`src/rtl/spi_pkg.sv`:
```
// Shared constants for the SPI burst master: command byte, word width,
// slave test-pattern step and the frame FSM state encodings.
package spi_pkg;

  localparam logic [7:0]  SPI_CMD_READ     = 8'hF0;
  localparam int          SPI_WORD_W       = 16;
  localparam logic [15:0] SPI_PATTERN_STEP = 16'h1111;

  localparam logic [2:0] ST_IDLE  = 3'd0;
  localparam logic [2:0] ST_LEAD  = 3'd1;
  localparam logic [2:0] ST_SHIFT = 3'd2;
  localparam logic [2:0] ST_TRAIL = 3'd3;
  localparam logic [2:0] ST_GAP   = 3'd4;
  localparam logic [2:0] ST_DONE  = 3'd5;

  function automatic logic [SPI_WORD_W-1:0] spi_read_cmd(input logic [4:0] ch);
    return {SPI_CMD_READ, 3'b000, ch};
  endfunction

endpackage

```
`src/rtl/spi_shift16.sv`:
```
// One 16-bit mode-0 SPI frame: SCLK divider, bit counter, TX/RX shifters.
// load primes the TX word (MOSI shows bit 15), go starts clocking.
module spi_shift16
  import spi_pkg::*;
#(
  parameter int CLK_DIV = 8
) (
  input  logic                  i_clk,
  input  logic                  rst,
  input  logic                  load,
  input  logic [SPI_WORD_W-1:0] tx_word,
  input  logic                  go,
  input  logic                  miso,
  output logic                  sclk,
  output logic                  mosi,
  output logic [SPI_WORD_W-1:0] rx_word,
  output logic                  frame_done
);

  localparam int DW = $clog2(CLK_DIV + 1);
  localparam logic [DW-1:0] DIV_LAST = DW'(CLK_DIV - 1);
  localparam logic [4:0]    BIT_LAST = 5'(SPI_WORD_W - 1);

  logic [SPI_WORD_W-1:0] tx_sh;
  logic [DW-1:0]         div_cnt;
  logic [4:0]            bit_cnt;
  logic                  running;

  always_ff @(posedge i_clk or posedge rst) begin
    if (rst) begin
      tx_sh   <= '0;
      rx_word <= '0;
      div_cnt <= '0;
      bit_cnt <= '0;
      running <= 1'b0;
      sclk    <= 1'b0;
      mosi    <= 1'b0;
    end else if (load) begin
      tx_sh   <= tx_word;
      mosi    <= tx_word[SPI_WORD_W-1];
      rx_word <= '0;
      div_cnt <= '0;
      bit_cnt <= '0;
      running <= 1'b0;
      sclk    <= 1'b0;
    end else if (go) begin
      running <= 1'b1;
      div_cnt <= '0;
    end else if (running) begin
      if (div_cnt == DIV_LAST) begin
        div_cnt <= '0;
        if (!sclk) begin
          // Rising edge: capture MISO together with the SCLK transition.
          sclk    <= 1'b1;
          rx_word <= {rx_word[SPI_WORD_W-2:0], miso};
        end else begin
          sclk    <= 1'b0;
          tx_sh   <= {tx_sh[SPI_WORD_W-2:0], 1'b0};
          mosi    <= tx_sh[SPI_WORD_W-2];
          bit_cnt <= bit_cnt + 5'd1;
          if (bit_cnt == BIT_LAST) running <= 1'b0;
        end
      end else begin
        div_cnt <= div_cnt + 1'b1;
      end
    end
  end

  // High in the last SCLK-high cycle of bit 15.
  assign frame_done = running && sclk && (div_cnt == DIV_LAST) && (bit_cnt == BIT_LAST);

endmodule

```
`src/rtl/spi_burst_master.sv`:
```
// SPI mode-0 burst reader: one read command frame, then NUM_WORDS data frames.
// Define SPI_BURST_SEQ_CHECK_EN to enable the +16'h1111 word-sequence checker on o_err.
module spi_burst_master
  import spi_pkg::*;
#(
  parameter int CLK_DIV   = 8,
  parameter int NUM_WORDS = 5,
  parameter int CS_GAP    = 4
) (
  input  logic                  i_clk,
  input  logic                  rst,
  input  logic                  i_start,
  input  logic [4:0]            i_channel,
  output logic                  o_busy,
  output logic                  o_cs,
  output logic                  o_sclk,
  output logic                  o_mosi,
  input  logic                  i_miso,
  output logic [SPI_WORD_W-1:0] o_rd_data,
  output logic                  o_rd_valid,
  output logic                  o_done,
  output logic                  o_err
);

  localparam int CMAX = (CLK_DIV > CS_GAP) ? CLK_DIV : CS_GAP;
  localparam int CW   = $clog2(CMAX + 1);
  localparam logic [CW-1:0] DIV_LAST   = CW'(CLK_DIV - 1);
  localparam logic [CW-1:0] GAP_LAST   = CW'(CS_GAP - 1);
  localparam logic [3:0]    LAST_FRAME = 4'(NUM_WORDS);

  logic [2:0]            state, nstate;
  logic [CW-1:0]         cnt;
  logic [3:0]            frame;
  logic                  load, go, frame_done, capture, accept;
  logic [SPI_WORD_W-1:0] tx_next, rx_word;

  assign accept  = (state == ST_IDLE) && i_start;
  assign capture = (state == ST_TRAIL) && (nstate == ST_GAP) && (frame != 4'd0);

  always_comb begin
    nstate  = state;
    load    = 1'b0;
    go      = 1'b0;
    tx_next = '0;
    case (state)
      ST_IDLE: if (i_start) begin
        nstate  = ST_LEAD;
        load    = 1'b1;
        tx_next = spi_read_cmd(i_channel);
      end
      ST_LEAD: if (cnt == DIV_LAST) begin
        nstate = ST_SHIFT;
        go     = 1'b1;
      end
      ST_SHIFT: if (frame_done) nstate = ST_TRAIL;
      ST_TRAIL: if (cnt == DIV_LAST) nstate = ST_GAP;
      ST_GAP: if (cnt == GAP_LAST) begin
        if (frame == LAST_FRAME) begin
          nstate = ST_DONE;
        end else begin
          // Data frames clock out zeros so the slave never sees a new command.
          nstate = ST_LEAD;
          load   = 1'b1;
        end
      end
      ST_DONE: nstate = ST_IDLE;
      default: nstate = ST_IDLE;
    endcase
  end

  // Strobes and CS are registered from the next state so they stay glitch-free.
  always_ff @(posedge i_clk or posedge rst) begin
    if (rst) begin
      state      <= ST_IDLE;
      cnt        <= '0;
      frame      <= '0;
      o_cs       <= 1'b1;
      o_busy     <= 1'b0;
      o_done     <= 1'b0;
      o_rd_valid <= 1'b0;
      o_rd_data  <= '0;
    end else begin
      state      <= nstate;
      cnt        <= (nstate != state) ? '0 : cnt + 1'b1;
      if (accept)
        frame <= '0;
      else if ((state == ST_GAP) && (nstate == ST_LEAD))
        frame <= frame + 4'd1;
      o_cs       <= !(nstate inside {ST_LEAD, ST_SHIFT, ST_TRAIL});
      o_busy     <= (nstate != ST_IDLE) && (nstate != ST_DONE);
      o_done     <= (nstate == ST_DONE);
      o_rd_valid <= capture;
      if (capture) o_rd_data <= rx_word;
    end
  end

  spi_shift16 #(.CLK_DIV(CLK_DIV)) u_shift (
    .i_clk      (i_clk),
    .rst        (rst),
    .load       (load),
    .tx_word    (tx_next),
    .go         (go),
    .miso       (i_miso),
    .sclk       (o_sclk),
    .mosi       (o_mosi),
    .rx_word    (rx_word),
    .frame_done (frame_done)
  );

`ifdef SPI_BURST_SEQ_CHECK_EN
  // o_rd_data still holds word n-1 when word n is captured.
  always_ff @(posedge i_clk or posedge rst) begin
    if (rst)
      o_err <= 1'b0;
    else if (accept)
      o_err <= 1'b0;
    else if (capture && (frame >= 4'd2) && (rx_word != o_rd_data + SPI_PATTERN_STEP))
      o_err <= 1'b1;
  end
`else
  assign o_err = 1'b0;
`endif

endmodule

```
`config.mk`:
```
export PLATFORM = sky130hd
export DESIGN_NAME = spi_burst_master
export DESIGN_NICKNAME = d
export VERILOG_FILES = /design/src/rtl/spi_pkg.sv /design/src/rtl/spi_shift16.sv /design/src/rtl/spi_burst_master.sv
export SDC_FILE = /design/constraint.sdc
export NUM_CORES = 1
export LEC_CHECK = 0
export BUFFER_PORTS_ARGS = -buffer_cell sky130_fd_sc_hd__buf_2
export CORE_MARGIN = 2
export CORE_UTILIZATION = 40
export CTS_BUF_LIST = sky130_fd_sc_hd__clkbuf_2
export DETAILED_ROUTE_END_ITERATION = 8
export HOLD_SLACK_MARGIN = 0.1
export PLACE_DENSITY_LB_ADDON = 0.08
export SKIP_LAST_GASP = 1
export SLEW_MARGIN = 40
export SYNTH_ARGS = -nofsm -noshare
export SYNTH_HDL_FRONTEND = slang
export SYNTH_SLANG_ARGS = --single-unit
```
`constraint.sdc`:
```
create_clock -name i_clk -period 2.9 [get_ports i_clk]
set_input_delay 0.58 -clock i_clk [delete_from_list [all_inputs] [get_ports i_clk]]
set_output_delay 0.58 -clock i_clk [all_outputs]
set_load 0.02 [all_outputs]
```
Word level (Yosys, flattened, before mapping)
Index checks and enable logic that the tools add are counted.
{"block": "op_classes", "addsub": 4, "mul": 0, "n_div": 0, "order_cmp": 0, "n_eq_ne": 18, "n_shift": 0, "n_mux": 53, "bitwise_logic": 0, "reduce_logical": 21}
{"op": "two-way mux 16 bit", "n": 7}
{"op": "two-way mux 15 bit", "n": 5}
{"op": "two-way mux 4 bit", "n": 7}
{"op": "two-way mux 5 bit", "n": 5}
{"op": "two-way mux 1 bit", "n": 21}
{"op": "two-way mux 3 bit", "n": 6}
{"op": "case mux 3 bit (5 select lines)", "n": 1}
{"op": "adder 4 x 1 -> 4 bit (second input constant)", "n": 3}
{"op": "== test 3 x 2 -> 1 bit (second input constant)", "n": 4}
{"op": "== test 4 x 3 -> 1 bit (second input constant)", "n": 3}
{"op": "== test 3 bit (second input constant)", "n": 3}
{"op": "nonzero test 3 bit", "n": 3}
{"op": "logical AND 1 bit", "n": 8}
{"op": "AND reduction 4 bit", "n": 2}
{"op": "nonzero test 2 bit", "n": 4}
{"op": "== test 3 x 1 -> 1 bit (second input constant)", "n": 2}
{"op": "adder 5 x 1 -> 5 bit (second input constant)", "n": 1}
{"op": "== test 5 x 4 -> 1 bit (second input constant)", "n": 1}
{"op": "== test 4 x 2 -> 1 bit (second input constant)", "n": 1}
{"op": "inequality test 2 bit (second input constant)", "n": 2}
{"op": "nonzero test 4 bit", "n": 1}
{"op": "zero test 3 bit", "n": 1}
{"op": "inequality test 3 bit", "n": 1}
{"op": "inequality test 3 bit (second input constant)", "n": 1}
{"op": "other kinds (3)", "n": 3}
{"block": "word_totals", "ff_bits": 74, "latch_bits": 0, "mem_bits_rw": 0, "mem_bits_ro": 0, "input_bits": 9, "output_inout_bits": 23, "elab_cells": 111, "n_memories": 0}

Logic depth before layout (Yosys ltp)
Gate-level depths: netlist of run 1.
{"block": "depth", "ltp_word": 9, "ltp_mapped": 8, "ltp_nobuf": 6}

Cells and area by module
Synthesis of run 1 repeated with hierarchy kept, for this count alone.
{"block": "unflattened", "cells_unflattened": 349, "hier_area_um2": 3570.9}
{"module": "spi_shift16", "instances": 1, "cells_per_inst": 225, "area_per_inst_um2": 2069.5, "seq_area_each_um2": 1076.0}
{"module": "spi_burst_master", "instances": 1, "cells_per_inst": 124, "area_per_inst_um2": 1501.4, "seq_area_each_um2": 777.0}

Worst setup path before layout of run 1
OpenSTA, ideal clock, no wires.
{"block": "synth_path", "kind": "flip-flop to flip-flop", "startpoint": "reg cnt[0]", "endpoint": "reg o_rd_data[0]", "setup_ns": 0.125, "t_arrival_ns": 1.745, "required_time_ns": 2.775, "path_slack_ns": 1.031, "path_stages_with_launch": 8, "path_buffers": 2, "period_less_slack_ns": 1.869, "cell_sequence": "dfrtp_1 ha_1 nand4b_4 nor2_1 and3_1 buf_2 buf_4 mux2_2"}
{"block": "synth_between", "elab_chain_len": 6, "elab_cells_between_ends": 9, "cone_classes": "eq/ne: 3; mux: 4; reduce/logical: 2"}
{"item": "start, declared", "line_no": "spi_burst_master.sv:32", "text": "logic [CW-1:0] cnt;"}
{"item": "start signal, assigned", "line_no": "spi_burst_master.sv:84", "text": "cnt <= (nstate != state) ? '0 : cnt + 1'b1;"}
{"item": "== test 4 x 2 -> 1 bit / == test 4 x 3 -> 1 bit (equally long branches)", "line_no": "spi_burst_master.sv:57, spi_burst_master.sv:51, spi_burst_master.sv:56"}
{"item": "two-way mux 3 bit, on equally long branches", "line_no": "spi_burst_master.sv:57, spi_burst_master.sv:51, spi_burst_master.sv:56"}
{"item": "case mux 3 bit (5 select lines) (*)", "line_no": "spi_burst_master.sv:45", "text": "case (state)"}
{"item": "== test 3 bit (*)", "line_no": "spi_burst_master.sv:38", "text": "assign capture = (state == ST_TRAIL) && (nstate == ST_GAP) && (frame != 4'd0);"}
{"item": "logical AND 1 bit (*) (2 in a row)", "line_no": "spi_burst_master.sv:38"}
{"item": "via capture", "line_no": "spi_burst_master.sv:34", "text": "logic load, go, frame_done, capture, accept;"}
{"item": "end signal, assigned", "line_no": "spi_burst_master.sv:93", "text": "if (capture) o_rd_data <= rx_word;"}
{"item": "end, declared", "line_no": "spi_burst_master.sv:19", "text": "output logic [SPI_WORD_W-1:0] o_rd_data,"}
Mark *: on every way through the listed nets, which the timed path passes. The rest lies on a longest branch.
A chain may end at the register's enable or synchronous reset.

Worst setup path in the final report of run 1
{"block": "layout_path", "startpoint": "reg cnt[1]", "endpoint": "reg u_shift.tx_sh[4]"}
{"block": "layout_between", "elab_chain_len": 5, "elab_cells_between_ends": 12, "cone_classes": "eq/ne: 3; mux: 5; reduce/logical: 4"}
{"item": "== test 4 x 2 -> 1 bit / == test 4 x 3 -> 1 bit (equally long branches)", "line_no": "spi_burst_master.sv:57, spi_burst_master.sv:51"}
{"item": "two-way mux 1 bit, on equally long branches", "line_no": "spi_burst_master.sv:57, spi_burst_master.sv:51"}
{"item": "case mux 1 bit (2 select lines) / two-way mux 1 bit (equally long branches)", "line_no": "spi_burst_master.sv:45"}
{"item": "inequality test 2 bit (no source line) / nonzero test 2 bit (equally long branches)"}
{"item": "AND reduction 4 bit (no source line)"}
{"item": "end signal, assigned", "line_no": "spi_shift16.sv:39", "text": "tx_sh <= tx_word;"}
{"item": "end signal, assigned", "line_no": "spi_shift16.sv:58", "text": "tx_sh <= {tx_sh[SPI_WORD_W-2:0], 1'b0};"}
{"item": "end, declared", "line_no": "spi_shift16.sv:24", "text": "logic [SPI_WORD_W-1:0] tx_sh;"}
Parallel ways exist; a longest one is shown, timed or not.

==> impl_results.md, run 1 <==
* Status: finished clean
* Port Buffers at 30
* H-Tree Level Count at 3
* Post-Synthesis Cell Area at 3440 um^2
* Layout cells sized above 1 at 25.8%
* Area Overhead vs Synth at 10.5%
* Hold Vio Cnt, Final at 0
* Clock Pin Slew Worst Setup and Hold Paths at 250 ps
* Mapped Cells at 293
* Post-CTS setup buffers at 0
* Largest family of logic cells by synthesized area: simple AND/OR/NAND/NOR gates
* Synth Area in XOR/XNOR at 1.53%
* CTS buffer count at 9
* ANT nets after route at 0
* Power per Cell Area at 446 nW/um^2
* First-pass GRT wire length at 11,400 um
* Worst Setup Path Type: register to register
* Fmax at 438 MHz
* Final setup fails at 0
* Initial DRC Count at 78
* Max cap viols at 0
* Compound-Gate Fraction of Synth Area at 9.20%
* EDFF count, synth at 0
* Routed length per instance at 14.6 um
* Max rail drop VDD at 0.186 mV
* Pre-Repair DR Iteration Count at 4
* Die area at 9360 um^2
* Nets@finish at 341
* Fin crit period at 2280 ps
* FP Rows at 33
* Sequential share of the synthesized area at 53.9%
* Syn Nets at 309
* Remaining DRCs at 0
* Clock Sinks at 74
* Crit end category: register
* Worst clock skew at 38.9 ps
* RePlAce Congestion at 0.829
* Adder-cell share of the synthesized area at 2.55%
* Dpl ws at 579 ps
* Initial Util at 41.7%
* Least-Margin Pin Slew at 650 ps
* Latest clock arrival within the worst-skew pair at 540 ps
* Syn_area_per_cell at 11.7 um^2
* FILL cells at 814
* Largest net degree at the start of global routing at 47
* Vias at 2,289
* Global Route Usage Sum at 14.9%
* Crit path DAT at 2700 ps
* Total wire length at 6340 um
* Max-slew headroom at 56.6%
* DP Wirelength at 4180 um
* Die Wd at 96.7 um
* Asr flop ratio synth at 100%
* Yosys Warn Count at 0
* Worst EP required at 3320 ps
* Crit-path max FO at 18
* Antenna violations before repair at 0
* Clk buf depth at 2
* Core area at 8260 um^2
* Synth cell types at 47
* Root Driver: clkbuf_2
* Worst Setup Start Kind: register
* Worst Hold Class: input port to register
* Vias in the first global route at 2,331
* Post-synthesis mux area share at 13.0%
* TritonCTS clock tree: built
* Top FF cell, synth: dfrtp_1
* DIE HEIGHT at 96.7 um
* Vias per inst at 5.26
* Leak at 1.75 nW
* Setup TNS at 0 ps
* Inserted Diodes at 0
* Slew Limit Fails at 0
* GRT Residual Overflow at 0
* Final worst slack at 619 ps
* Seq cells post-synth at 74
* RSZ-0062 raised after global routing: no
* Overall power at 1.70 mW
* Post-synthesis simple-gate area fraction at 14.4%
* Fin crit share at 78.7%
* Ports at 32
## critical path, cell delays in order, from the launching register on
cell,delay [ps]
dfrtp_1,410
ha_1,300
nand4b_4,210
nor3_2,140
buf_4,170
a21o_1,520
mux2_2,400
## flip-flops by register name (all words and copies together) (netlist names)
| signal | count |
|---|---|
| u_shift.div_cnt | 4 |
| o_busy | 1 |
| frame | 4 |
| u_shift.tx_sh | 15 |
| u_shift.sclk | 1 |
| state | 3 |
| o_rd_valid | 1 |
| o_rd_data | 16 |
| u_shift.mosi | 1 |
| o_done | 1 |
| o_cs | 1 |
| u_shift.bit_cnt | 5 |
| u_shift.rx_word | 16 |
| cnt | 4 |
| u_shift.running | 1 |
## through the flow
step | instance area [um^2] | cells | utilization, % | hold slack (ps)
finish | 3800 | 435 | 46.0 | 262
global route | 3800 | 435 | 46.0 | 273
CTS | 3800 | 435 | 46.0 | 223
detailed placement | 3670 | 418 | 44.4 | 462
global placement | 3670 | 418 | 44.4 | 455
floorplan | 3440 | 293 | - | 444
## logic make-up after synthesis
group,count (synthesis)
xor+xnor,6
compound gates,44
fa+ha+maj,7
simple gates,87
other cells,1
buf+inv,32
flops,74
mux,42
## repair_timing
item                      4_1_cts  5_1_grt
gates resized for setup         0        0
hold buffers                    1        0
hold endpoints to repair        8        0
## cell type report
type                            instances  area, um^2  area share, %
Timing Repair Buffer                   39         220           5.79
Clock inverter                          7        76.3           2.01
Tap cell                              105         131           3.46
Multi-Input combinational cell        187        1420           37.4
Sequential cell                        74        1850           48.7
Inverter                               14        52.6           1.38
Clock buffer                            9        45.0           1.18
## power breakdown
group | internal [mW] | switching, mW | total [mW]
combinational | 0.0157 | 0.0310 | 0.0467
sequential | 1.04 | 0.00669 | 1.05
clock | 0.204 | 0.397 | 0.602
total | 1.26 | 0.435 | 1.70
## layout by cell type (no fill, tap or decap), types with 2 or more instances in the layout
cell / n
nor3_1: 8
nand2_1: 17
inv_6: 2
o21ai_0: 9
a21oi_1: 14
xor2_1: 4
mux2_1: 3
or3_1: 4
mux2_2: 18
and4b_1: 2
clkinvlp_4: 2
xnor2_1: 2
and3_1: 6
mux2i_1: 21
nand4_1: 4
clkbuf_2: 9
inv_1: 13
ha_1: 7
nand3b_1: 2
buf_2: 30
buf_4: 8
nor3b_1: 2
nand3_1: 6
nor2_1: 25
a22o_1: 9
a22oi_1: 2
dfrtp_1: 73
## synthesized netlist by cell type, drive strengths merged, types with 2 or more instances
cell | count | area (um^2)
dfrtp | 73 | 1830
nor2 | 26 | 97.6
mux2 | 21 | 236
mux2i | 21 | 210
nand2 | 17 | 63.8
buf | 15 | 119
a21oi | 14 | 70.1
inv | 14 | 52.6
a22o | 9 | 78.8
nor3 | 9 | 50.1
o21ai | 9 | 45.0
ha | 7 | 87.6
nand3 | 7 | 40.0
and3 | 6 | 37.5
nand4 | 4 | 25.0
or3 | 4 | 25.0
xor2 | 4 | 35.0
a311oi | 3 | 32.5
clkbuf | 3 | 11.3
a22oi | 2 | 15.0
and4b | 2 | 20.0
nand3b | 2 | 15.0
nand4b | 2 | 32.5
nor3b | 2 | 15.0
xnor2 | 2 | 17.5
## metal layers
| metal | share of wire [%] | global-route usage [%] | vias up | wire length [um] |
|---|---|---|---|---|
| li1 | - | - | 1098 | - |
| met1 | 51 | 21.3 | 1148 | 3210 |
| met2 | 45 | 22.1 | 30 | 2830 |
| met3 | 2.7 | 2.96 | 13 | 174 |
| met4 | 2.1 | 6.83 | 0 | 135 |
| met5 | 0 | 0 | - | 0 |
## path summary, 6_finish.rpt
| kind | start | end | slack [ps] | cells after the start |
|---|---|---|---|---|
| max in group asynchronous | rst | o_cs | 1690 | 4 |
| min in group asynchronous | rst | o_rd_data[4] | 420 | 3 |
| worst max register to register | cnt[1] | u_shift.tx_sh[4] | 620 | 6 |
| worst min register to register | cnt[0] | cnt[0] | 490 | 1 |
| worst max-delay path | cnt[1] | u_shift.tx_sh[4] | 620 | 6 |
| worst min-delay path | i_channel[0] | u_shift.tx_sh[0] | 260 | 3 |
(Power assumes the default switching activity.)
==> run 2: changes to the inputs <==
- clock period: 2.9 -> 2.19 ns (I/O delays scaled with it)
==> impl_results.md, run 2 (synthesis gave the netlist of run 1 again) <==
* Worst EP required at 2600 ps (was 3320 ps)
* Largest net degree at the start of global routing at 75 (was 47)
* Combinational share of power at 3.2% (was 2.8%)
* Slew Limit Fails at 0 (unchanged)
* CP Cell Sequence: buf_4 -> nor4b_4 -> a21oi_1 -> a21o_1 -> buf_4 -> mux2_2 (was ha_1 -> nand4b_4 -> nor3_2 -> buf_4 -> a21o_1 -> mux2_2)
* Max-slew headroom at 58.6% (was 56.6%)
* Port Buffers at 30 (unchanged)
* Antenna violations before repair at 0 (unchanged)
* Fin util at 48.1% (was 46.0%)
* Least-Margin Pin Slew at 620 ps (was 650 ps)
* Worst Setup Start Kind: register (unchanged)
* Dpl ws at 208 ps (was 579 ps)
* Die area at 9360 um^2 (unchanged)
* Leak at 1.85 nW (was 1.75 nW)
* Net Sw Power at 560 uW (was 435 uW)
* Inserted Diodes at 0 (unchanged)
* Fmax at 495 MHz (was 438 MHz)
* Fin crit period at 2020 ps (was 2280 ps)
* Post-CTS setup buffers at 0 (unchanged)
* Ports at 32 (unchanged)
* Internal power at 1.68 mW (was 1.26 mW)
* Switching portion of total power at 25.0% (was 25.6%)
* Area Overhead vs Synth at 15.4% (was 10.5%)
* Crit path DAT at 2430 ps (was 2700 ps)
* Final setup fails at 0 (unchanged)
* Die Wd at 96.7 um (unchanged)
* Regs by FF count: o_rd_data: 16 flops, u_shift.rx_word: 16 flops, u_shift.tx_sh: 15 flops (unchanged)
* Power per Cell Area at 565 nW/um^2 (was 446 nW/um^2)
* Core area at 8260 um^2 (unchanged)
* Fin crit share at 92.3% (was 78.7%)
* CP top delay family: flip-flops (was compound AO/OA/AOI/OAI gates)
* ANT nets after route at 0 (unchanged)
* Initial Util at 41.7% (unchanged)
* CTS buffer count at 9 (unchanged)
* Layout Cells excl Fill at 452 (was 435)
* Root Driver: clkbuf_2 (unchanged)
* Post-placement cell count at 434 (was 418)
* Worst Hold Class: input port to register (unchanged)
* FILL cells at 775 (was 814)
* Worst clock skew at 28.3 ps (was 38.9 ps)
* Vias at 2,319 (was 2,289)
* H-Tree Level Count at 3 (unchanged)
* Post_cts resized at 0 (unchanged)
* Cell mode on critical path: buf_4
* Crit end category: register (unchanged)
* Overall power at 2.24 mW (was 1.70 mW)
* Clk buf depth at 2 (unchanged)
* Crit-path max cell delay at 460 ps (was 520 ps)
* Crit-path max FO at 11 (was 18)
* Hold WS at 173 ps (was 262 ps)
* Setup TNS at 0 ps (unchanged)
* DP Wirelength at 4290 um (was 4180 um)
* Hold Vio Cnt, Final at 0 (unchanged)
* Remaining DRCs at 0 (unchanged)
* Final worst slack at 168 ps (was 619 ps)
* RePlAce Congestion at 0.829 (about the same)
* Status: finished clean (unchanged)
* Total wire length at 6410 um (was 6340 um)
* RSZ-0062 raised after global routing: no (unchanged)
* Register share of total power at 61.9% (was 61.8%)
* Initial DRC Count at 108 (was 78)
* DIE HEIGHT at 96.7 um (unchanged)
* Clock Sinks at 74 (unchanged)
* Routed length per instance at 14.2 um (was 14.6 um)
* Vias per inst at 5.13 (was 5.26)
* GRT Residual Overflow at 0 (unchanged)
* Global Route Usage Sum at 14.9% (about the same)
* Finished Cell Area at 3970 um^2 (was 3800 um^2)
* Critical path buffer and inverter count at 2 (was 1)
* Layout cells sized above 1 at 29.1% (was 25.8%)
* Placed cell areas at 3830 um^2 (was 3670 um^2)
* Max cap viols at 0 (unchanged)
* Commonest non-fill, non-tap cell in the layout: dfrtp_1 (unchanged)
* Nets@finish at 358 (was 341)
* Max rail drop VDD at 0.339 mV (was 0.186 mV)
* Pre-Repair DR Iteration Count at 4 (unchanged)
* TritonCTS clock tree: built (unchanged)
* Clock Pin Slew Worst Setup and Hold Paths at 230 ps (was 250 ps)
* Clock power share at 34.9% (was 35.4%)
* Slowest cell on crit path: dfrtp_1 (was a21o_1)
* Most frequent cells in the layout: dfrtp_1 (73), buf_2 (30), nor2_1 (25) (unchanged)
* Latest clock arrival within the worst-skew pair at 510 ps (was 540 ps)
* First-pass GRT wire length at 11,400 um (about the same)
* Vias in the first global route at 2,380 (was 2,331)
* Worst Setup Path Type: register to register (unchanged)
* FP Rows at 33 (unchanged)
==> run 2: power groups by stage <==
| stage | registers [mW] | logic (mW) | clock network, mW |
|---|---|---|---|
| after floorplan | 1.41 | 0.0412 | 0 |
| after global placement | 1.41 | 0.0727 | 0 |
| after detailed placement | 1.41 | 0.0735 | 0 |
| after CTS | 1.39 | 0.0765 | 0.822 |
| after global routing | 1.39 | 0.0847 | 0.879 |
| final | 1.39 | 0.0723 | 0.782 |
==> run 2: layout make-up <==
| class | instances | area [um^2] | area share, % |
|---|---|---|---|
| clock inverter | 6 | 66.3 | 1.67 |
| timing repair buffer | 56 | 388 | 9.77 |
| multi-input combinational | 187 | 1420 | 35.9 |
| clock buffer | 10 | 50.0 | 1.26 |
| inverter | 14 | 56.3 | 1.42 |
| tap | 105 | 131 | 3.31 |
| sequential | 74 | 1850 | 46.7 |
==> run 2: tightest hold or removal path, delay by kind of cell <==
| family | cells | cell delay (ps) |
|---|---|---|
| and+or+nand+nor | 1 | 80 |
| muxes | 1 | 60 |
| buffers and inverters | 1 | 80 |
==> run 2: per-layer routing <==
layer  GRT usage [%]  share of wire (%)
met1            21.1                 50
met4            6.93                1.1
met5               0                  0
met2            22.1                 46
met3            2.96                3.0
==> run 2: what timing repair did <==
item                                   CTS  global route
setup endpoints to repair                0             0
endpoints found under the hold margin   74             0
hold buffers                             2             0
==> run 2: path summary, 6_finish.rpt <==
kind | start | endpoint | slack, ps | cells after the start
setup / recovery | state[2] | u_shift.bit_cnt[0] | 170 | 6
hold / removal | i_miso | u_shift.rx_word[0] | 170 | 3
hold reg to reg | u_shift.tx_sh[3] | u_shift.tx_sh[3] | 520 | 1
max in group asynchronous | rst | o_cs | 1300 | 4
setup reg to reg | state[2] | u_shift.bit_cnt[0] | 170 | 6
min in group asynchronous | rst | state[2] | 530 | 4
